===== src/rtl/att_serial_rx_if.sv =====
`default_nettype none
// ============================================================================
// Module   : att_serial_rx_if
// Brief    : Three-wire attenuator serial lines plus receiver status outputs.
// Revision : 1.0 - initial release
// ============================================================================
interface att_serial_rx_if #(
    parameter int DATA_WIDTH = 16
);
    logic                  SI;
    logic                  CLK;
    logic                  LE;
    logic [DATA_WIDTH-1:0] DATA_OUT;
    logic                  DATA_VALID;
    logic                  FRAME_ERR;
    logic                  BUSY;
    logic                  SETTLED;
    logic [15:0]           FRAME_CNT;

    // master drives the serial lines; slave is the receiver
    modport master (
        output SI, CLK, LE,
        input  DATA_OUT, DATA_VALID, FRAME_ERR, BUSY, SETTLED, FRAME_CNT
    );

    modport slave (
        input  SI, CLK, LE,
        output DATA_OUT, DATA_VALID, FRAME_ERR, BUSY, SETTLED, FRAME_CNT
    );
endinterface
`default_nettype wire


===== src/rtl/att_serial_rx.sv =====
`default_nettype none
// ============================================================================
// Module   : att_serial_rx
// Brief    : Oversampling SI/CLK/LE receiver with framing, timeout and settle.
// Revision : 1.0 - initial release
// ============================================================================
module att_serial_rx #(
    parameter int DATA_WIDTH     = 16,
    parameter int SYNC_STAGES    = 2,
    parameter int TIMEOUT_CYCLES = 255,
    parameter int SETTLE_CYCLES  = 390
) (
    input  logic           CLK_T,
    input  logic           reset_t,
    att_serial_rx_if.slave bus
);
    localparam int c_BIT_W = $clog2(DATA_WIDTH + 2);
    localparam int c_TO_W  = $clog2(TIMEOUT_CYCLES + 1);
    localparam int c_SET_W = $clog2(SETTLE_CYCLES + 1);

    localparam logic [c_BIT_W-1:0] c_BIT_FULL = c_BIT_W'(DATA_WIDTH);
    localparam logic [c_BIT_W-1:0] c_BIT_SAT  = c_BIT_W'(DATA_WIDTH + 1);
    localparam logic [c_TO_W-1:0]  c_TO_LAST  = c_TO_W'(TIMEOUT_CYCLES - 1);
    localparam logic [c_SET_W-1:0] c_SET_LAST = c_SET_W'(SETTLE_CYCLES - 1);

    typedef enum logic [1:0] {
        ST_IDLE  = 2'd0,
        ST_SHIFT = 2'd1,
        ST_LATCH = 2'd2
    } state_t;

    state_t                 state_q,      state_d;
    logic [SYNC_STAGES-1:0] si_sync_q,    si_sync_d;
    logic [SYNC_STAGES-1:0] clk_sync_q,   clk_sync_d;
    logic [SYNC_STAGES-1:0] le_sync_q,    le_sync_d;
    logic                   clk_dly_q,    clk_dly_d;
    logic                   le_dly_q,     le_dly_d;
    logic [DATA_WIDTH-1:0]  shreg_q,      shreg_d;
    logic [c_BIT_W-1:0]     bitcnt_q,     bitcnt_d;
    logic [c_TO_W-1:0]      tocnt_q,      tocnt_d;
    logic [c_SET_W-1:0]     settle_cnt_q, settle_cnt_d;
    logic [DATA_WIDTH-1:0]  data_out_q,   data_out_d;
    logic                   data_valid_q, data_valid_d;
    logic                   frame_err_q,  frame_err_d;
    logic                   busy_q,       busy_d;
    logic                   settled_q,    settled_d;
    logic [15:0]            frame_cnt_q,  frame_cnt_d;

    logic clk_rise;
    logic le_rise;
    logic si_bit;

    // SI is taken from the same stage as CLK so data and clock stay aligned
    assign si_bit   = si_sync_q[SYNC_STAGES-1];
    assign clk_rise = clk_sync_q[SYNC_STAGES-1] & ~clk_dly_q;
    assign le_rise  = le_sync_q[SYNC_STAGES-1]  & ~le_dly_q;

    always_comb begin
        state_d      = state_q;
        si_sync_d    = {si_sync_q[SYNC_STAGES-2:0],  bus.SI};
        clk_sync_d   = {clk_sync_q[SYNC_STAGES-2:0], bus.CLK};
        le_sync_d    = {le_sync_q[SYNC_STAGES-2:0],  bus.LE};
        clk_dly_d    = clk_sync_q[SYNC_STAGES-1];
        le_dly_d     = le_sync_q[SYNC_STAGES-1];
        shreg_d      = shreg_q;
        bitcnt_d     = bitcnt_q;
        tocnt_d      = tocnt_q;
        settle_cnt_d = settle_cnt_q;
        data_out_d   = data_out_q;
        data_valid_d = 1'b0;
        frame_err_d  = 1'b0;
        settled_d    = settled_q;
        frame_cnt_d  = frame_cnt_q;

        if (!settled_q) begin
            if (settle_cnt_q == c_SET_LAST) begin
                settled_d = 1'b1;
            end else begin
                settle_cnt_d = settle_cnt_q + 1'b1;
            end
        end

        case (state_q)
            ST_IDLE: begin
                if (le_rise) begin
                    frame_err_d = 1'b1;
                end else if (clk_rise) begin
                    state_d  = ST_SHIFT;
                    shreg_d  = {si_bit, shreg_q[DATA_WIDTH-1:1]};
                    bitcnt_d = c_BIT_W'(1);
                    tocnt_d  = '0;
                end
            end
            ST_SHIFT: begin
                // LE wins over a coincident CLK edge; that CLK edge is dropped
                if (le_rise) begin
                    state_d = ST_LATCH;
                end else if (clk_rise) begin
                    shreg_d  = {si_bit, shreg_q[DATA_WIDTH-1:1]};
                    bitcnt_d = (bitcnt_q == c_BIT_SAT) ? bitcnt_q : bitcnt_q + 1'b1;
                    tocnt_d  = '0;
                end else if (tocnt_q == c_TO_LAST) begin
                    state_d     = ST_IDLE;
                    frame_err_d = 1'b1;
                    bitcnt_d    = '0;
                    tocnt_d     = '0;
                end else begin
                    tocnt_d = tocnt_q + 1'b1;
                end
            end
            ST_LATCH: begin
                if (bitcnt_q == c_BIT_FULL) begin
                    data_out_d   = shreg_q;
                    data_valid_d = 1'b1;
                    frame_cnt_d  = frame_cnt_q + 16'd1;
                    settled_d    = 1'b0;
                    settle_cnt_d = '0;
                end else begin
                    frame_err_d = 1'b1;
                end
                state_d  = ST_IDLE;
                bitcnt_d = '0;
                tocnt_d  = '0;
            end
            default: begin
                state_d  = ST_IDLE;
                bitcnt_d = '0;
                tocnt_d  = '0;
            end
        endcase

        busy_d = (state_d == ST_SHIFT);
    end

    always_ff @(posedge CLK_T) begin
        if (reset_t) begin
            state_q      <= ST_IDLE;
            si_sync_q    <= '0;
            clk_sync_q   <= '0;
            le_sync_q    <= '0;
            clk_dly_q    <= 1'b0;
            le_dly_q     <= 1'b0;
            shreg_q      <= '0;
            bitcnt_q     <= '0;
            tocnt_q      <= '0;
            settle_cnt_q <= '0;
            data_out_q   <= '0;
            data_valid_q <= 1'b0;
            frame_err_q  <= 1'b0;
            busy_q       <= 1'b0;
            settled_q    <= 1'b1;
            frame_cnt_q  <= '0;
        end else begin
            state_q      <= state_d;
            si_sync_q    <= si_sync_d;
            clk_sync_q   <= clk_sync_d;
            le_sync_q    <= le_sync_d;
            clk_dly_q    <= clk_dly_d;
            le_dly_q     <= le_dly_d;
            shreg_q      <= shreg_d;
            bitcnt_q     <= bitcnt_d;
            tocnt_q      <= tocnt_d;
            settle_cnt_q <= settle_cnt_d;
            data_out_q   <= data_out_d;
            data_valid_q <= data_valid_d;
            frame_err_q  <= frame_err_d;
            busy_q       <= busy_d;
            settled_q    <= settled_d;
            frame_cnt_q  <= frame_cnt_d;
        end
    end

    assign bus.DATA_OUT   = data_out_q;
    assign bus.DATA_VALID = data_valid_q;
    assign bus.FRAME_ERR  = frame_err_q;
    assign bus.BUSY       = busy_q;
    assign bus.SETTLED    = settled_q;
    assign bus.FRAME_CNT  = frame_cnt_q;

endmodule
`default_nettype wire

===== src/flat_wrapper.sv =====
// flat-port wrapper written by rule: the top's interface ports become plain ports
module att_serial_rx_flat 
#(
    parameter int DATA_WIDTH     = 16,
    parameter int SYNC_STAGES    = 2,
    parameter int TIMEOUT_CYCLES = 255,
    parameter int SETTLE_CYCLES  = 390
)
  (CLK_T, reset_t, bus_SI, bus_CLK, bus_LE, bus_DATA_OUT, bus_DATA_VALID, bus_FRAME_ERR, bus_BUSY, bus_SETTLED, bus_FRAME_CNT);
  att_serial_rx_if #(.DATA_WIDTH(DATA_WIDTH)) bus_i ();
  input  logic CLK_T;
  input  logic reset_t;
  input wire logic [$bits(bus_i.SI)-1:0] bus_SI;
  input wire logic [$bits(bus_i.CLK)-1:0] bus_CLK;
  input wire logic [$bits(bus_i.LE)-1:0] bus_LE;
  output wire logic [$bits(bus_i.DATA_OUT)-1:0] bus_DATA_OUT;
  output wire logic [$bits(bus_i.DATA_VALID)-1:0] bus_DATA_VALID;
  output wire logic [$bits(bus_i.FRAME_ERR)-1:0] bus_FRAME_ERR;
  output wire logic [$bits(bus_i.BUSY)-1:0] bus_BUSY;
  output wire logic [$bits(bus_i.SETTLED)-1:0] bus_SETTLED;
  output wire logic [$bits(bus_i.FRAME_CNT)-1:0] bus_FRAME_CNT;
  assign bus_i.SI = bus_SI;
  assign bus_i.CLK = bus_CLK;
  assign bus_i.LE = bus_LE;
  assign bus_DATA_OUT = bus_i.DATA_OUT;
  assign bus_DATA_VALID = bus_i.DATA_VALID;
  assign bus_FRAME_ERR = bus_i.FRAME_ERR;
  assign bus_BUSY = bus_i.BUSY;
  assign bus_SETTLED = bus_i.SETTLED;
  assign bus_FRAME_CNT = bus_i.FRAME_CNT;
  att_serial_rx #(.DATA_WIDTH(DATA_WIDTH), .SYNC_STAGES(SYNC_STAGES), .TIMEOUT_CYCLES(TIMEOUT_CYCLES), .SETTLE_CYCLES(SETTLE_CYCLES)) u_core (.CLK_T(CLK_T), .reset_t(reset_t), .bus(bus_i));
endmodule

===== config.mk =====
export PLATFORM = sky130hd
export DESIGN_NAME = att_serial_rx_flat
export DESIGN_NICKNAME = d
export VERILOG_FILES = /design/src/rtl/att_serial_rx_if.sv /design/src/rtl/att_serial_rx.sv /design/src/flat_wrapper.sv
export SDC_FILE = /design/constraint.sdc
export NUM_CORES = 1
export LEC_CHECK = 0
export CAP_MARGIN = 20
export CORE_MARGIN = 5
export CORE_UTILIZATION = 59
export DETAILED_ROUTE_END_ITERATION = 7
export PLACE_DENSITY_LB_ADDON = 0.12
export SLEW_MARGIN = 0
export SYNTH_ARGS = -nofsm -noshare
export SYNTH_HDL_FRONTEND = slang
export SYNTH_SLANG_ARGS = --single-unit
export TNS_END_PERCENT = 1

===== constraint.sdc =====
create_clock -name CLK_T -period 5.5 [get_ports CLK_T]
set_input_delay 1.375 -clock CLK_T [delete_from_list [all_inputs] [get_ports CLK_T]]
set_output_delay 1.375 -clock CLK_T [all_outputs]
set_load 0.02 [all_outputs]

# Yosys cells after proc, flatten, opt, wreduce, memory -nomap -nowiden
# Cells that the tools add are included.
[word_totals]
ram_bits = 0
memories = 0
latch_bits = 0
elab_cells = 79
romBits = 0
register_bits = 84
out_inout_bits = 36
[op_classes]
n_eq_ne = 12
addsub = 4
muxes = 34
mul = 0
magnitude_cmp = 0
n_bitwise = 6
shifts = 0
reduce_logical = 7
div = 0
[op_table]
columns = ["operator", "n"]
rows = [
  ["8-bit 2-to-1 mux", 5],
  ["9-bit 2-to-1 mux", 4],
  ["5-bit 2-to-1 mux", 6],
  ["16-bit by 1-bit adder with 16-bit output (second input constant)", 1],
  ["8-bit case mux with 2 select lines", 1],
  ["5-bit equality test (second input constant)", 2],
  ["1-bit 2-to-1 mux", 10],
  ["2-bit 2-to-1 mux", 5],
  ["5-bit case mux with 2 select lines", 1],
  ["9-bit by 1-bit adder with 9-bit output (second input constant)", 1],
  ["9-bit equality test (second input constant)", 1],
  ["8-bit by 1-bit adder with 8-bit output (second input constant)", 1],
  ["8-bit equality test (second input constant)", 1],
  ["3-bit AND reduction", 2],
  ["5-bit by 1-bit adder with 5-bit output (second input constant)", 1],
  ["5-bit AND reduction", 1],
  ["2-bit by 1-bit equality test with 1-bit output (second input constant)", 2],
  ["2-bit != test (second input constant)", 2],
  ["1-bit NOT", 4],
  ["2-bit case mux with 2 select lines", 1],
  ["2-bit OR reduction", 2],
  ["3-bit by 1-bit != test with 1-bit output (second input constant)", 1],
  ["3-bit != test (second input constant)", 1],
  ["1-bit case mux with 3 select lines", 1],
  ["other kinds (5)", 6],
]

# Longest topological paths before layout
[depth]
ltp_word = 6
ltp_mapped = 7
depth_no_buf = 6

# Worst setup path before layout
# No wires, ideal clock.
[synth_timing]
path_type = "input -> register"
start = "input reset_t"
end = "register u_core.bitcnt_q[2]"
stages = 5
path_buffers = 1
slack_ns = 2.889
required_time_ns = 5.440
t_arrival_ns = 2.551
cell_sequence = "clkbuf_1 nand2b_1 or3b_2 nor4b_1 a311o_1"
[synth_lines]
columns = ["element", "line_no", "text"]
rows = [
  ["start: declaration", "flat_wrapper.sv:12", "input logic reset_t;"],
  ["end signal: assignment", "att_serial_rx.sv:161", "bitcnt_q <= bitcnt_d;"],
  ["end: declaration", "att_serial_rx.sv:39", "logic [c_BIT_W-1:0] bitcnt_q, bitcnt_d;"],
]

# Worst setup path in the final report
[layout_timing]
start = "register u_core.frame_cnt_q[9] (netlist: u_core.bus.FRAME_CNT[9])"
end = "output bus_FRAME_CNT[9]"
[layout_lines]
columns = ["element", "line_no", "text"]
rows = [
  ["start: declaration", "att_serial_rx.sv:47", "logic [15:0] frame_cnt_q, frame_cnt_d;"],
  ["start signal: assignment", "att_serial_rx.sv:169", "frame_cnt_q <= frame_cnt_d;"],
  ["end: declaration", "flat_wrapper.sv:21", "output wire logic [$bits(bus_i.FRAME_CNT)-1:0] bus_FRAME_CNT;"],
]
# No word-level cell between the ends.

==> results.json <==
{
  "cp-start-kind": "flop",
  "hold_depth": 1,
  "p_leak_nw": 1.39,
  "internal_power_uw": 887,
  "dp_hpwl_um": 4790,
  "vdd.ir_drop.worst_mv": 0.202,
  "critPathSlowestCell": "clkdlybuf4s50_1",
  "drc": 0,
  "switchingPower_uw": 256,
  "syn_area_per_cell_sq_um": 9.01,
  "min_from": "u_core.le_sync_q[0]",
  "cts_buffers": 9,
  "maxSlewHeadroom_pct": 44.9,
  "power_mw": 1.14,
  "netlist_instances": 389,
  "p_comb_share_pct": 3.5,
  "timing.rr.end": "u_core.bus.FRAME_CNT[7]",
  "r2r-start": "u_core.state_q[1]",
  "first_pass_iters": 4,
  "arrival_ns": 1.43,
  "crit_buf_inv": 1,
  "slew_violations": 0,
  "fp.dieW_um": 87.1,
  "worstMarginPinSlew_ns": 0.825,
  "htreeDepth": 3,
  "clk_path_buf_depth": 2,
  "globalplace.congestion": 0.835,
  "cp_max_fo": 7,
  "synthToLayoutAreaGrowth_pct": 18.8,
  "core_sq_um": 5850,
  "max_stage_delay_ns": 0.64,
  "rsz0062_at_grt": "false",
  "synth_area_sq_um": 3500,
  "hold_violations": 0,
  "clock_power_share_pct": 42.4,
  "path_class": "flop to primary output",
  "cts_tree": "yes",
  "grt_antenna_before_repair": 0,
  "vias_per_cell": 5.64,
  "ys_types": 50,
  "post_cts_resized": 0,
  "setup_viol": 0,
  "io_buffers": 40,
  "fin_skew_ns": 0.00937,
  "grt_pass1_wl_um": 12600,
  "whs_endpoint": "u_core.le_sync_q[1]",
  "grt_pass1_vias": 2788,
  "seq_area_sq_um": 1680,
  "wl_per_cell_um": 14.1,
  "start_util_pct": 59.9,
  "core.rowCount": 28,
  "p_per_area_nw_per_um2": 275,
  "fill_cells": 465,
  "nets": 438,
  "ant_nets": 0,
  "min_period_ns": 2.80,
  "ys.flop_type": "dfxtp_1",
  "reg2regPathDepth": 4,
  "ios": 41,
  "hold_path_class": "flop to flop",
  "finalCritPeriodShare_pct": 50.9,
  "r2r_slack_ns": 2.90,
  "grt_max_degree": 64,
  "drv_cap": 0,
  "whs_ns": 0.442,
  "wl_um": 7130,
  "cts_post_setup_buffers_inserted": 0,
  "die_h_um": 87.1,
  "fmaxAchievable_mhz": 357,
  "dr_total_vias": 2847,
  "clock_sinks": 84,
  "multi_input_area_sq_um": 1700,
  "p_sw_share_pct": 22.4,
  "cts_root_buffer": "clkbuf_8",
  "yosysSeqAreaShare_pct": 48.0,
  "grt-ovfl-total": 0,
  "status": "finished clean",
  "ys_warn_count": 0,
  "syn-num-nets": 402,
  "path_clk_slew_ns": 0.08,
  "clk_latency_ns": 0.35,
  "path_cells": "clkdlybuf4s50_1",
  "drive_gt1_share_pct": 5.81,
  "ys_ff_latch": 84,
  "crit_family": "buffers and inverters",
  "grt.total_usage_pct": 20.8,
  "synth_edf_count": 0,
  "num_antenna_cells": 0,
  "required_ns": 4.12,
  "endpoint_kind": "primary output",
  "hold_buffers": 0,
  "p_seq_share_pct": 54.1,
  "die-area_sq_um": 7580,
  "setup_tns_ns": 0,
  "drt_iter0_markers": 136,
  "async_flop_share_pct": 0
}
-- worst max-delay path by stage --
stage,from,endpoint,cells after the start
finish,u_core.bus.FRAME_CNT[9],bus_FRAME_CNT[9],1
global route,u_core.bus.FRAME_CNT[9],bus_FRAME_CNT[9],1
CTS,u_core.bus.FRAME_CNT[9],bus_FRAME_CNT[9],1
detailed placement,reset_t,u_core.bitcnt_q[2],6
global placement,reset_t,u_core.bitcnt_q[2],6
floorplan,reset_t,u_core.bitcnt_q[2],5
-- cells in the mapped netlist (all sizes together) (3+ instances only) --
cell,number,area [sq um]
a211oi,7,52.6
a21oi,32,160
and3,3,18.8
and4,3,26.3
and4b,3,30.0
buf,10,43.8
clkbuf,7,26.3
dfxtp,84,1680
ha,8,100
inv,12,45.0
mux2i,17,170
nand2,45,169
nand3,13,65.1
nand4,5,31.3
nor2,43,164
nor2b,11,68.8
nor3,5,30.0
nor4,3,18.8
nor4b,3,26.3
o21ai,9,45.0
o31ai,9,67.6
or3,5,31.3
or4,8,60.1
xnor2,14,123
xor2,3,26.3
-- state kept, by name (all words and copies together), names as in the netlist --
name / count
u_core.le_dly_q: 1
u_core.state_q: 2
u_core.clk_sync_q: 2
u_core.bus.FRAME_CNT: 16
u_core.bus.DATA_VALID: 1
u_core.clk_dly_q: 1
u_core.bus.SETTLED: 1
u_core.settle_cnt_q: 9
u_core.bus.BUSY: 1
u_core.si_sync_q: 2
u_core.bus.DATA_OUT: 16
u_core.le_sync_q: 2
u_core.bus.FRAME_ERR: 1
u_core.tocnt_q: 8
u_core.shreg_q: 16
u_core.bitcnt_q: 5
-- stage by stage --
| stage | cells | setup WS (ns) | area, sq um | util, % |
|---|---|---|---|---|
| 2_1_floorplan | 389 | 2.89 | 3500 | - |
| 3_3_place_gp | 489 | 2.52 | 3940 | 67.3 |
| 3_5_place_dp | 489 | 2.51 | 3940 | 67.3 |
| 4_1_cts | 505 | 2.68 | 4160 | 71.1 |
| 5_1_grt | 505 | 2.62 | 4160 | 71.1 |
| 6_report | 505 | 2.70 | 4160 | 71.1 |
-- cell families (layout without fill, tap and decap cells) --
| logic type | Yosys count | count (layout) | synth area share (%) |
|---|---|---|---|
| mux | 18 | 18 | 5.18 |
| fa+ha+maj | 8 | 8 | 2.86 |
| flops | 84 | 84 | 48.0 |
| buf+inv | 30 | 71 | 3.39 |
| compound gates | 68 | 68 | 12.1 |
| simple gates | 164 | 164 | 24.3 |
| xor+xnor | 17 | 17 | 4.25 |
-- power by group through the flow --
stage | combinational, mW | sequential [mW] | clock (mW)
after global routing | 0.0443 | 0.620 | 0.524
after floorplan | 0.0303 | 0.631 | 0
after global placement | 0.0395 | 0.632 | 0
final | 0.0400 | 0.618 | 0.485
after CTS | 0.0403 | 0.618 | 0.492
after detailed placement | 0.0403 | 0.633 | 0
-- per-layer routing --
layer | share of wire [%] | wire (um) | GRT usage, %
met2 | 47 | 3350 | 33.4
met4 | 2.8 | 202 | 11.3
met5 | 0 | 0 | 0
met1 | 47 | 3320 | 26.0
met3 | 3.6 | 258 | 4.26
-- placed cells by master, fill, tap and decap left out, types with 2 or more instances in the layout --
cell type / synthesis / layout
a2111oi_0: 2 / 2
clkbuf_8: 0 / 9
nand3_1: 13 / 13
nor4_1: 3 / 3
clkdlybuf4s50_1: 0 / 39
inv_6: 0 / 2
nor3b_1: 2 / 2
dfxtp_1: 84 / 84
or3_1: 5 / 5
and3_1: 3 / 3
o21ai_0: 8 / 8
a211oi_1: 7 / 7
buf_4: 0 / 2
nor2b_1: 11 / 11
nand2b_1: 2 / 2
or4_1: 8 / 8
inv_1: 12 / 12
xor2_1: 3 / 3
nor3_1: 4 / 4
xnor2_1: 14 / 14
nor4b_1: 3 / 3
a21o_1: 2 / 2
bufinv_16: 0 / 2
nor4bb_1: 2 / 2
a21oi_1: 32 / 32
and4b_1: 3 / 3
mux2i_1: 17 / 17
nand2_1: 45 / 45
o31ai_1: 9 / 9
nor2_1: 42 / 42
nand4_1: 5 / 5
nand4b_1: 2 / 2
and4_1: 3 / 3
ha_1: 8 / 8
-- layout make-up --
class | instances | share of cell area [%]
clock buffer | 9 | 2.98
clock inverter | 7 | 2.38
inverter | 13 | 1.17
multi-input combinational | 275 | 40.9
sequential | 84 | 40.4
tap | 75 | 2.26
timing repair buffer | 42 | 9.86
(Power assumes the default switching activity.)
